### config.mk
export PLATFORM = sky130hd
export DESIGN_NAME = flash_sample_sequencer
export DESIGN_NICKNAME = d
export VERILOG_FILES = /design/src/rtl/flash_audio_pkg.sv /design/src/rtl/flash_tick_tracker.sv /design/src/rtl/flash_sample_sequencer.sv
export SDC_FILE = /design/constraint.sdc
export NUM_CORES = 1
export LEC_CHECK = 0
export ABC_AREA = 1
export CORE_MARGIN = 3
export CORE_UTILIZATION = 45
export CTS_BUF_LIST = sky130_fd_sc_hd__clkbuf_8
export DETAILED_ROUTE_END_ITERATION = 10
export HOLD_SLACK_MARGIN = 0.15
export PLACE_DENSITY = 0.78
export SLEW_MARGIN = 30
export SYNTH_ARGS = -nofsm -noshare
export SYNTH_HDL_FRONTEND = slang
export SYNTH_SLANG_ARGS = --single-unit
### constraint.sdc
create_clock -name CLK -period 1.7 [get_ports CLK]
set_input_delay 0.34 -clock CLK [delete_from_list [all_inputs] [get_ports CLK]]
set_output_delay 0.34 -clock CLK [all_outputs]
set_load 0.005 [all_outputs]
### src/rtl/flash_audio_pkg.sv
// Shared types and constants for the flash-backed audio sample sequencer.
package flash_audio_pkg;

    localparam int FLASH_WORD_W = 32;
    localparam int SAMPLE_W     = 16;

    // Default playback window: the first 512K words of flash.
    localparam int          DEF_ADDR_W     = 23;
    localparam logic [22:0] DEF_START_ADDR = 23'h000000;
    localparam logic [22:0] DEF_END_ADDR   = 23'h07FFFF;

    // Sequencer states. The numeric encoding is visible on the fsm_state debug port.
    typedef enum logic [2:0] {
        ST_IDLE        = 3'd0,
        ST_REQ         = 3'd1,
        ST_WAIT_DATA   = 3'd2,
        ST_FIRST_HALF  = 3'd3,
        ST_SECOND_HALF = 3'd4,
        ST_ADVANCE     = 3'd5
    } state_e;

endpackage

### src/rtl/flash_tick_tracker.sv
// Tracks one outstanding sample tick, drops ticks while paused, and flags
// ticks lost because one was already waiting.
module flash_tick_tracker (
    input  logic clk,
    input  logic rst_n,
    input  logic sample_tick,
    input  logic pause,
    input  logic consume,
    output logic tick_avail,
    output logic overrun
);

    logic tick_pending;

    // A tick is usable this cycle if one is stored or one is arriving now.
    assign tick_avail = ~pause & (tick_pending | sample_tick);

    // Pending flag is one deep; a consuming cycle takes the stored tick first,
    // so a tick arriving in that same cycle becomes the new pending one.
    always_ff @(posedge clk or negedge rst_n) begin
        if (!rst_n) begin
            tick_pending <= 1'b0;
            overrun      <= 1'b0;
        end else begin
            overrun <= ~pause & ~consume & sample_tick & tick_pending;
            if (pause) begin
                tick_pending <= 1'b0;
            end else if (consume) begin
                tick_pending <= tick_pending & sample_tick;
            end else if (sample_tick) begin
                tick_pending <= 1'b1;
            end
        end
    end

endmodule

### src/rtl/flash_sample_sequencer.sv
// Fetches 32-bit flash words over an Avalon-style read port and plays each
// word out as two 16-bit samples, one per sample tick.
//
// Read handshake: flash_mem_read is held high with a stable flash_mem_address
// until a cycle in which flash_mem_waitrequest is low; that cycle accepts the
// request and read drops on the next cycle. Exactly one flash_mem_readdatavalid
// pulse later returns the word; it is only honoured in WAIT_DATA.
module flash_sample_sequencer
    import flash_audio_pkg::*;
#(
    parameter int                ADDR_W     = DEF_ADDR_W,
    parameter logic [ADDR_W-1:0] START_ADDR = DEF_START_ADDR,
    parameter logic [ADDR_W-1:0] END_ADDR   = DEF_END_ADDR
) (
    input  logic                    CLK,
    input  logic                    rst_n,
    input  logic                    enable,
    input  logic                    pause,
    input  logic                    direction,
    input  logic                    restart,
    input  logic                    sample_tick,
    output logic                    flash_mem_read,
    output logic [ADDR_W-1:0]       flash_mem_address,
    input  logic                    flash_mem_waitrequest,
    input  logic                    flash_mem_readdatavalid,
    input  logic [FLASH_WORD_W-1:0] flash_mem_readdata,
    output logic [SAMPLE_W-1:0]     audio_data,
    output logic                    sample_valid,
    output logic                    overrun,
    output logic [2:0]              fsm_state
);

    localparam logic [2:0] IDLE        = ST_IDLE;
    localparam logic [2:0] REQ         = ST_REQ;
    localparam logic [2:0] WAIT_DATA   = ST_WAIT_DATA;
    localparam logic [2:0] FIRST_HALF  = ST_FIRST_HALF;
    localparam logic [2:0] SECOND_HALF = ST_SECOND_HALF;
    localparam logic [2:0] ADVANCE     = ST_ADVANCE;

    logic [2:0]              state;
    logic [ADDR_W-1:0]       addr;
    logic [FLASH_WORD_W-1:0] word;
    logic                    restart_pending;
    logic                    tick_avail;
    logic                    consume;
    logic                    take_upper;
    logic [SAMPLE_W-1:0]     half_sample;
    logic [ADDR_W-1:0]       reload_addr;

    // Next word address in the playback direction, wrapping inside the window.
    function automatic logic [ADDR_W-1:0] step_addr(input logic [ADDR_W-1:0] a,
                                                    input logic backward);
        if (backward) return (a == START_ADDR) ? END_ADDR : a - ADDR_W'(1);
        return (a == END_ADDR) ? START_ADDR : a + ADDR_W'(1);
    endfunction

    // Ticks are only taken while a word is loaded and playback is enabled.
    assign consume = enable & tick_avail & ((state == FIRST_HALF) | (state == SECOND_HALF));

    // Forward plays low half first; backward plays high half first.
    assign take_upper  = direction ^ (state == SECOND_HALF);
    assign half_sample = take_upper ? word[31:16] : word[15:0];
    assign reload_addr = direction ? END_ADDR : START_ADDR;

    assign flash_mem_read    = (state == REQ);
    assign flash_mem_address = addr;
    assign fsm_state         = state;

    flash_tick_tracker u_tick (
        .clk         (CLK),
        .rst_n       (rst_n),
        .sample_tick (sample_tick),
        .pause       (pause),
        .consume     (consume),
        .tick_avail  (tick_avail),
        .overrun     (overrun)
    );

    // Main sequencer: fetch, play two halves, step the address.
    always_ff @(posedge CLK or negedge rst_n) begin
        if (!rst_n) begin
            state           <= IDLE;
            addr            <= START_ADDR;
            word            <= '0;
            audio_data      <= '0;
            sample_valid    <= 1'b0;
            restart_pending <= 1'b0;
        end else begin
            sample_valid <= 1'b0;
            if (restart) restart_pending <= 1'b1;
            case (state)
                IDLE: begin
                    if (restart | restart_pending) begin
                        addr            <= reload_addr;
                        restart_pending <= 1'b0;
                    end
                    if (enable) state <= REQ;
                end
                REQ: begin
                    if (!flash_mem_waitrequest) state <= WAIT_DATA;
                end
                WAIT_DATA: begin
                    if (flash_mem_readdatavalid) begin
                        if (enable) begin
                            word  <= flash_mem_readdata;
                            state <= FIRST_HALF;
                        end else begin
                            state <= IDLE;
                        end
                    end
                end
                FIRST_HALF: begin
                    if (!enable) begin
                        state <= IDLE;
                    end else if (consume) begin
                        audio_data   <= half_sample;
                        sample_valid <= 1'b1;
                        state        <= SECOND_HALF;
                    end
                end
                SECOND_HALF: begin
                    if (!enable) begin
                        state <= IDLE;
                    end else if (consume) begin
                        audio_data   <= half_sample;
                        sample_valid <= 1'b1;
                        state        <= ADVANCE;
                    end
                end
                ADVANCE: begin
                    if (restart | restart_pending) begin
                        addr            <= reload_addr;
                        restart_pending <= 1'b0;
                    end else begin
                        addr <= step_addr(addr, direction);
                    end
                    state <= enable ? REQ : IDLE;
                end
                default: state <= IDLE;
            endcase
        end
    end

endmodule

==> flow_metrics.env, run 1 <==
export IMPL_final_cell_mix="nand2_1 (168), buf_4 (113), nor2_1 (66), dfrtp_1 (62), clkdlybuf4s50_1 (59)"
export IMPL_use_met2=0.4644
export IMPL_start_util=0.4728
export IMPL_slew_limit_headroom=0.7834
export IMPL_rsz0062_at_grt="yes"
export IMPL_final_hold_viol_count=0
export IMPL_ant_nets=0
export IMPL_synthesis_area_sq_um=4969
export IMPL_violations="negative setup slack"
export IMPL_viasPerCell=5.495
export IMPL_syn_num_nets=722
export IMPL_regToRegEndpoint="flash_mem_address[0]"
export IMPL_worst_r2r_cell_count=10
export IMPL_cts_max_path_buffers=2
export IMPL_grt_max_degree=46
export IMPL_top_usage_layer="met2"
export IMPL_drt_total_wl_microns=17880
export IMPL_intPower_uw=6655
export IMPL_synth_cell_types=31
export IMPL_critical_path_slowest_cell="dfrtp_1"
export IMPL_grt_usage=0.2650
export IMPL_crit_top_cell="nand3_4"
export IMPL_cts_buffers=9
export IMPL_clk_transition_reported_paths_ps=90
export IMPL_syn_inst=678
export IMPL_slew_viol_final=0
export IMPL_pwr_share_seq=0.298
export IMPL_core_area_sq_um=10510
export IMPL_die_y_microns=111.1
export IMPL_power_frac_comb=0.595
export IMPL_syn_avg_cell_area_sq_um=7.328
export IMPL_drtIter0Drc=482
export IMPL_worst_slew_pin_slew_ps=323.7
export IMPL_r2r_start="flash_mem_address[0]"
export IMPL_fmax_mhz=577.2
export IMPL_irDropWorstVdd_v=0.0009839
export IMPL_fp_dieArea_sq_um=12340
export IMPL_p_clk_frac=0.107
export IMPL_grt_pass1_vias=5564
export IMPL_fin_area_sq_um=7649
export IMPL_tritoncts="done"
export IMPL_path_max_fanout=6
export IMPL_wl_per_cell_microns=17.41
export IMPL_crit_path_max_incr_delay_ps=440
export IMPL_drv_cap=0
export IMPL_io_buffer_count=85
export IMPL_row_count=37
export IMPL_finalWorstSetupSlack_ps=-32.48
export IMPL_timing_final_crit_share=1.019
export IMPL_setup_viol=3
export IMPL_clock_skew_ps=18.46
export IMPL_grt_pass1_wl_microns=26520
export IMPL_cts_max_level=3
export IMPL_ys_ff_latch=78
export IMPL_p_sw_frac=0.4195
export IMPL_startpoint="flash_mem_address[0]"
export IMPL_pin_count=86
export IMPL_place_detailed_hpwl_microns=12090
export IMPL_status="complete, but fails checks"
export IMPL_fin_nets=932
export IMPL_insertion_delay_ps=380
export IMPL_grt_use_met3=0.06114
export IMPL_required_ps=1960
export IMPL_ys_seq_area_frac=0.3928
export IMPL_netSwitchingPower_uw=4810
export IMPL_syn_to_final_growth_pct=53.94
export IMPL_grt_overflow=0
export IMPL_drive_above_1_share=0.3558
export IMPL_rrSetupSlack_ps=-30
export IMPL_start_kind="register"
export IMPL_cp_endpoint="flash_mem_address[0]"
export IMPL_via_count=5643
export IMPL_drt_first_pass_iters=5
export IMPL_hp_class="in2async"
export IMPL_use_met1=0.3119
export IMPL_die_x_microns=111.1
export IMPL_p_leak_uw=0.003526
export IMPL_yosysWarnings=0
export IMPL_mostFrequentLayoutCell="nand2_1"
export IMPL_fin_crit_ps=1732
export IMPL_cts_root_buf="clkbuf_8"
export IMPL_path_class="reg2reg"
export IMPL_cts_sinks=78
export IMPL_drc=0
export IMPL_crit_chain="ha_4, nand3_4, nor2_4, nand3_4, nor2_4, nand3_4, nand2_1, nand2_1, a21oi_2, inv_1"
export IMPL_antenna_found_initial=0
export IMPL_arrival_ps=1990
export IMPL_hold_worst_slack_ps=376.1
export IMPL_p_per_area_nw_per_um2=1499
export IMPL_gp_congestion=0.9738
export IMPL_antenna_cells=0
export IMPL_dpl_cell_area_sq_um=6531
export IMPL_cp_end_kind="register"
export IMPL_dpl_worst_slack_ps=-172.6
-- worst min path at each step --
stage / endpoint / slack, ps / depth (start not counted)
2_1_floorplan: audio_data[0] / 40 / 0
5_1_grt: flash_mem_address[14] / 390 / 2
3_5_place_dp: flash_mem_address[20] / 240 / 1
6_report: flash_mem_address[14] / 380 / 2
3_3_place_gp: flash_mem_address[22] / 230 / 1
4_1_cts: flash_mem_address[14] / 370 / 2
-- power groups by stage --
stage / clock network (uW) / logic [uW] / registers [uW]
after floorplan: 0 / 2810 / 3150
after global placement: 0 / 5030 / 3400
after detailed placement: 0 / 5180 / 3450
after CTS: 1250 / 5940 / 3310
after global routing: 1320 / 7350 / 3500
final: 1230 / 6820 / 3410
-- critical path: cells and delay by family (launching register included) --
family	cells	cell delay [ps]
simple gates	7	820
flops	1	440
fa+ha+maj	1	180
compound gates	1	120
buf+inv	1	50
-- flip-flops by register name (all words and copies together) (netlist names) --
register,flops
audio_data,16
word,32
fsm_state,3
u_tick.tick_pending,1
flash_mem_address,23
restart_pending,1
sample_valid,1
u_tick.overrun,1
-- kinds of logic (layout without fill, tap and decap cells) --
family	after synthesis	after routing	synth area share
XOR/XNOR	13	13	0.02292
adder cells (fa/ha/maj)	3	3	0.007556
flip-flops	78	78	0.3928
multiplexers	32	32	0.07253
buffers and inverters	85	298	0.07655
AND/OR/NAND/NOR	404	404	0.3616
AO/OA/AOI/OAI	63	63	0.06598
-- through the flow --
stage	std cells	TNS, ps	power [uW]	util
after global routing	1027	-1482	12160	0.7278
after CTS	1011	-112.9	10490	0.6741
after floorplan	678	0	5964	-
final	1027	-56.76	11460	0.7278
after global placement	959	-3169	8430	0.6215
after detailed placement	959	-4617	8629	0.6215
-- final cells by class --
class | count | area [sq um]
clock inverters | 4 | 17.52
multi-input cells | 515 | 3027
repair buffers | 227 | 2098
fillers | 783 | 2860
clock buffers | 10 | 137.6
well taps | 136 | 170.2
flip-flops and latches | 78 | 1972
inverters | 57 | 226.5
-- per-layer routing --
| metal | routed length (microns) | up-vias | share of wire |
|---|---|---|---|
| li1 | - | 2605 | - |
| met1 | 6781 | 2696 | 0.38 |
| met2 | 8979 | 280 | 0.50 |
| met3 | 1388 | 62 | 0.078 |
| met4 | 734 | 0 | 0.041 |
| met5 | 0 | - | 0 |
-- synthesized netlist by cell type --
| master | n | area (sq um) |
|---|---|---|
| nand3_2 | 4 | 40.04 |
| nand2_2 | 7 | 43.79 |
| nor3_1 | 7 | 35.03 |
| nand4_1 | 23 | 143.9 |
| clkbuf_1 | 3 | 11.26 |
| nor2_2 | 12 | 75.07 |
| a211oi_1 | 1 | 7.510 |
| inv_1 | 51 | 191.4 |
| clkinv_1 | 1 | 3.750 |
| clkbuf_2 | 1 | 5.000 |
| buf_6 | 2 | 22.52 |
| o21ai_0 | 36 | 180.2 |
| buf_2 | 15 | 75.07 |
| o21bai_1 | 4 | 30.03 |
| nor3_4 | 1 | 16.27 |
| inv_2 | 5 | 18.77 |
| a21oi_1 | 8 | 40.04 |
| nand2_1 | 189 | 709.4 |
| dfrtp_1 | 78 | 1952 |
| mux2_2 | 32 | 360.4 |
| nand3_1 | 49 | 245.2 |
| clkbuf_4 | 1 | 7.510 |
| nor2_4 | 6 | 67.56 |
| or2_2 | 1 | 6.260 |
| nand3_4 | 1 | 17.52 |
| xor2_1 | 13 | 113.9 |
| o21ai_1 | 14 | 70.07 |
| buf_4 | 6 | 45.04 |
| nor3_2 | 1 | 10.01 |
| ha_1 | 3 | 37.54 |
| nor2_1 | 103 | 386.6 |
-- repair_timing --
action	4_1_cts	5_1_grt
hold buffers	1	0
hold endpoints to repair	15	0
setup buffers	37	15
resized for setup	58	128
pin swaps	8	43
endpoints found under the setup margin	54	48
cloned	0	2
Power figures use the tool's default switching activity.
==> inputs of run 2 (changes only) <==
Settings changed: GPL_TIMING_DRIVEN set to 0.
==> flow_metrics.env, run 2 (synthesis results as in run 1) <==
export IMPL_tritoncts="done"
export IMPL_drt_first_pass_iters=8
export IMPL_cts_max_level=3
export IMPL_multi_input_area_sq_um=3032
export IMPL_final_hold_viol_count=0
export IMPL_via_count=5256
export IMPL_final_cell_mix="nand2_1 (169), nor2_1 (73), clkdlybuf4s50_1 (72), dfrtp_1 (67), inv_1 (47)"
export IMPL_arrival_ps=2000
export IMPL_start_kind="register"
export IMPL_p_per_area_nw_per_um2=1493
export IMPL_start_util=0.4728
export IMPL_slew_limit_headroom=0.5423
export IMPL_required_ps=1940
export IMPL_rsz0062_at_grt="yes"
export IMPL_cts_root_buf="clkbuf_8"
export IMPL_gp_congestion=0.9604
export IMPL_critical_path_slowest_cell="dfrtp_2"
export IMPL_drc=0
export IMPL_cp_end_kind="register"
export IMPL_wl_per_cell_microns=16.71
export IMPL_p_leak_uw=0.003116
export IMPL_crit_top_cell="nand3_4"
export IMPL_die_x_microns=111.1
export IMPL_cts_max_path_buffers=2
export IMPL_core_area_sq_um=10510
export IMPL_antenna_found_initial=0
export IMPL_nFillCells=849
export IMPL_crit_path_max_incr_delay_ps=440
export IMPL_cts_buffers=9
export IMPL_place_inst=899
export IMPL_fin_nets=855
export IMPL_fp_dieArea_sq_um=12340
export IMPL_finalWorstSetupSlack_ps=-56.94
export IMPL_fin_tns_setup_ps=-180.7
export IMPL_setup_viol=10
export IMPL_cts_sinks=78
export IMPL_fin_crit_ps=1757
export IMPL_worst_slew_pin_slew_ps=686.6
export IMPL_die_y_microns=111.1
export IMPL_grt_pass1_vias=5239
export IMPL_status="complete, but fails checks"
export IMPL_top_register="word"
export IMPL_drt_total_wl_microns=15910
export IMPL_mostFrequentLayoutCell="nand2_1"
export IMPL_viasPerCell=5.521
export IMPL_insertion_delay_ps=360
export IMPL_timing_final_crit_share=1.033
export IMPL_violations="negative setup slack"
export IMPL_grt_overflow=0
export IMPL_place_detailed_hpwl_microns=11360
export IMPL_slew_viol_final=0
export IMPL_seq_area_sq_um=1966
export IMPL_row_count=37
export IMPL_grt_max_degree=52
export IMPL_drv_cap=0
export IMPL_crit_chain="ha_4, nand3_4, nor2_4, nand3_4, nor2_4, nand3_4, nand2_4, nor2_2, nor2_2, nor2_1"
export IMPL_clock_skew_ps=15.41
export IMPL_stdcell_count=952
export IMPL_fin_area_sq_um=7019
export IMPL_clk_transition_reported_paths_ps=90
export IMPL_pin_count=86
export IMPL_path_max_fanout=6
export IMPL_grt_usage=0.2489
export IMPL_antenna_cells=0
export IMPL_dpl_worst_slack_ps=-477.9
export IMPL_grt_pass1_wl_microns=25140
export IMPL_syn_to_final_growth_pct=41.27
export IMPL_ant_nets=0
export IMPL_hold_worst_slack_ps=429.7
export IMPL_fmax_mhz=569.2
export IMPL_drive_above_1_share=0.2782
export IMPL_dpl_cell_area_sq_um=6005
export IMPL_largest_reg_flops=32
export IMPL_io_buffer_count=84
export IMPL_drtIter0Drc=440
export IMPL_path_class="reg2reg"
export IMPL_irDropWorstVdd_v=0.0007761
export IMPL_hp_class="in2async"
[run 2: cell count changes in the layout (fill, tap and decap cells not counted), sizes merged]
cell           before  now
buf               140   61
bufinv              0    1
clkbuf             12   16
clkdlybuf4s15       1    0
clkdlybuf4s50      59   72
clkinvlp            0    2
dlygate4sd2        18    4
dlymetal6s2s        6    5
[run 2: layout make-up]
type,count,share of cell area
Buffer,28,0.03226
Clock buffer,9,0.01765
Clock inverter,7,0.01034
Inverter,57,0.03387
Multi-Input combinational cell,515,0.4319
Sequential cell,78,0.2800
Tap cell,136,0.02424
Timing Repair Buffer,122,0.1697
[run 2: path summary, 6_finish.rpt]
kind / startpoint / end / slack, ps / depth (start not counted)
hold / removal: rst_n / flash_mem_address[22] / 430 / 2
max in group asynchronous: rst_n / flash_mem_address[9] / 660 / 3
setup reg to reg: flash_mem_address[1] / flash_mem_address[5] / -60 / 10
setup / recovery: flash_mem_address[1] / flash_mem_address[5] / -60 / 10
min in group CLK: audio_data[7] / audio_data[7] / 500 / 2
hold reg to reg: audio_data[7] / audio_data[7] / 500 / 2
[run 2: critical path: cells and delay by family, from the launching register on]
family | cells | cell delay, ps
simple gates | 9 | 1040
fa+ha+maj | 1 | 170
flops | 1 | 440
[run 2: report_power, final]
part,switching [uW],leakage (uW),internal (uW)
logic,3130,0.00207,2620
registers,599,0.000945,2690
clock network,754,0.000101,684
[run 2: timing repair]
item | 4_1_cts | 5_1_grt
hold endpoints to repair | 27 | 0
hold buffers | 1 | 0
resized for setup | 70 | 102
endpoints found under the setup margin | 75 | 79
cloned | 0 | 1
setup buffers | 15 | 20
pin swaps | 9 | 24
[run 2: metal layers]
layer / vias up / GRT usage / wire length [microns]
met4: 0 / 0.09895 / 614
li1: 2456 / - / -
met2: 261 / 0.4357 / 7768
met3: 58 / 0.05131 / 1346
met1: 2481 / 0.2990 / 6183
met5: - / 0 / 0
[run 2: through the flow]
step                total power (uW)    util
floorplan                       5964       -
global placement                7738  0.5690
detailed placement              7883  0.5714
CTS                             9788  0.6228
global route                   11200  0.6679
finish                         10480  0.6679
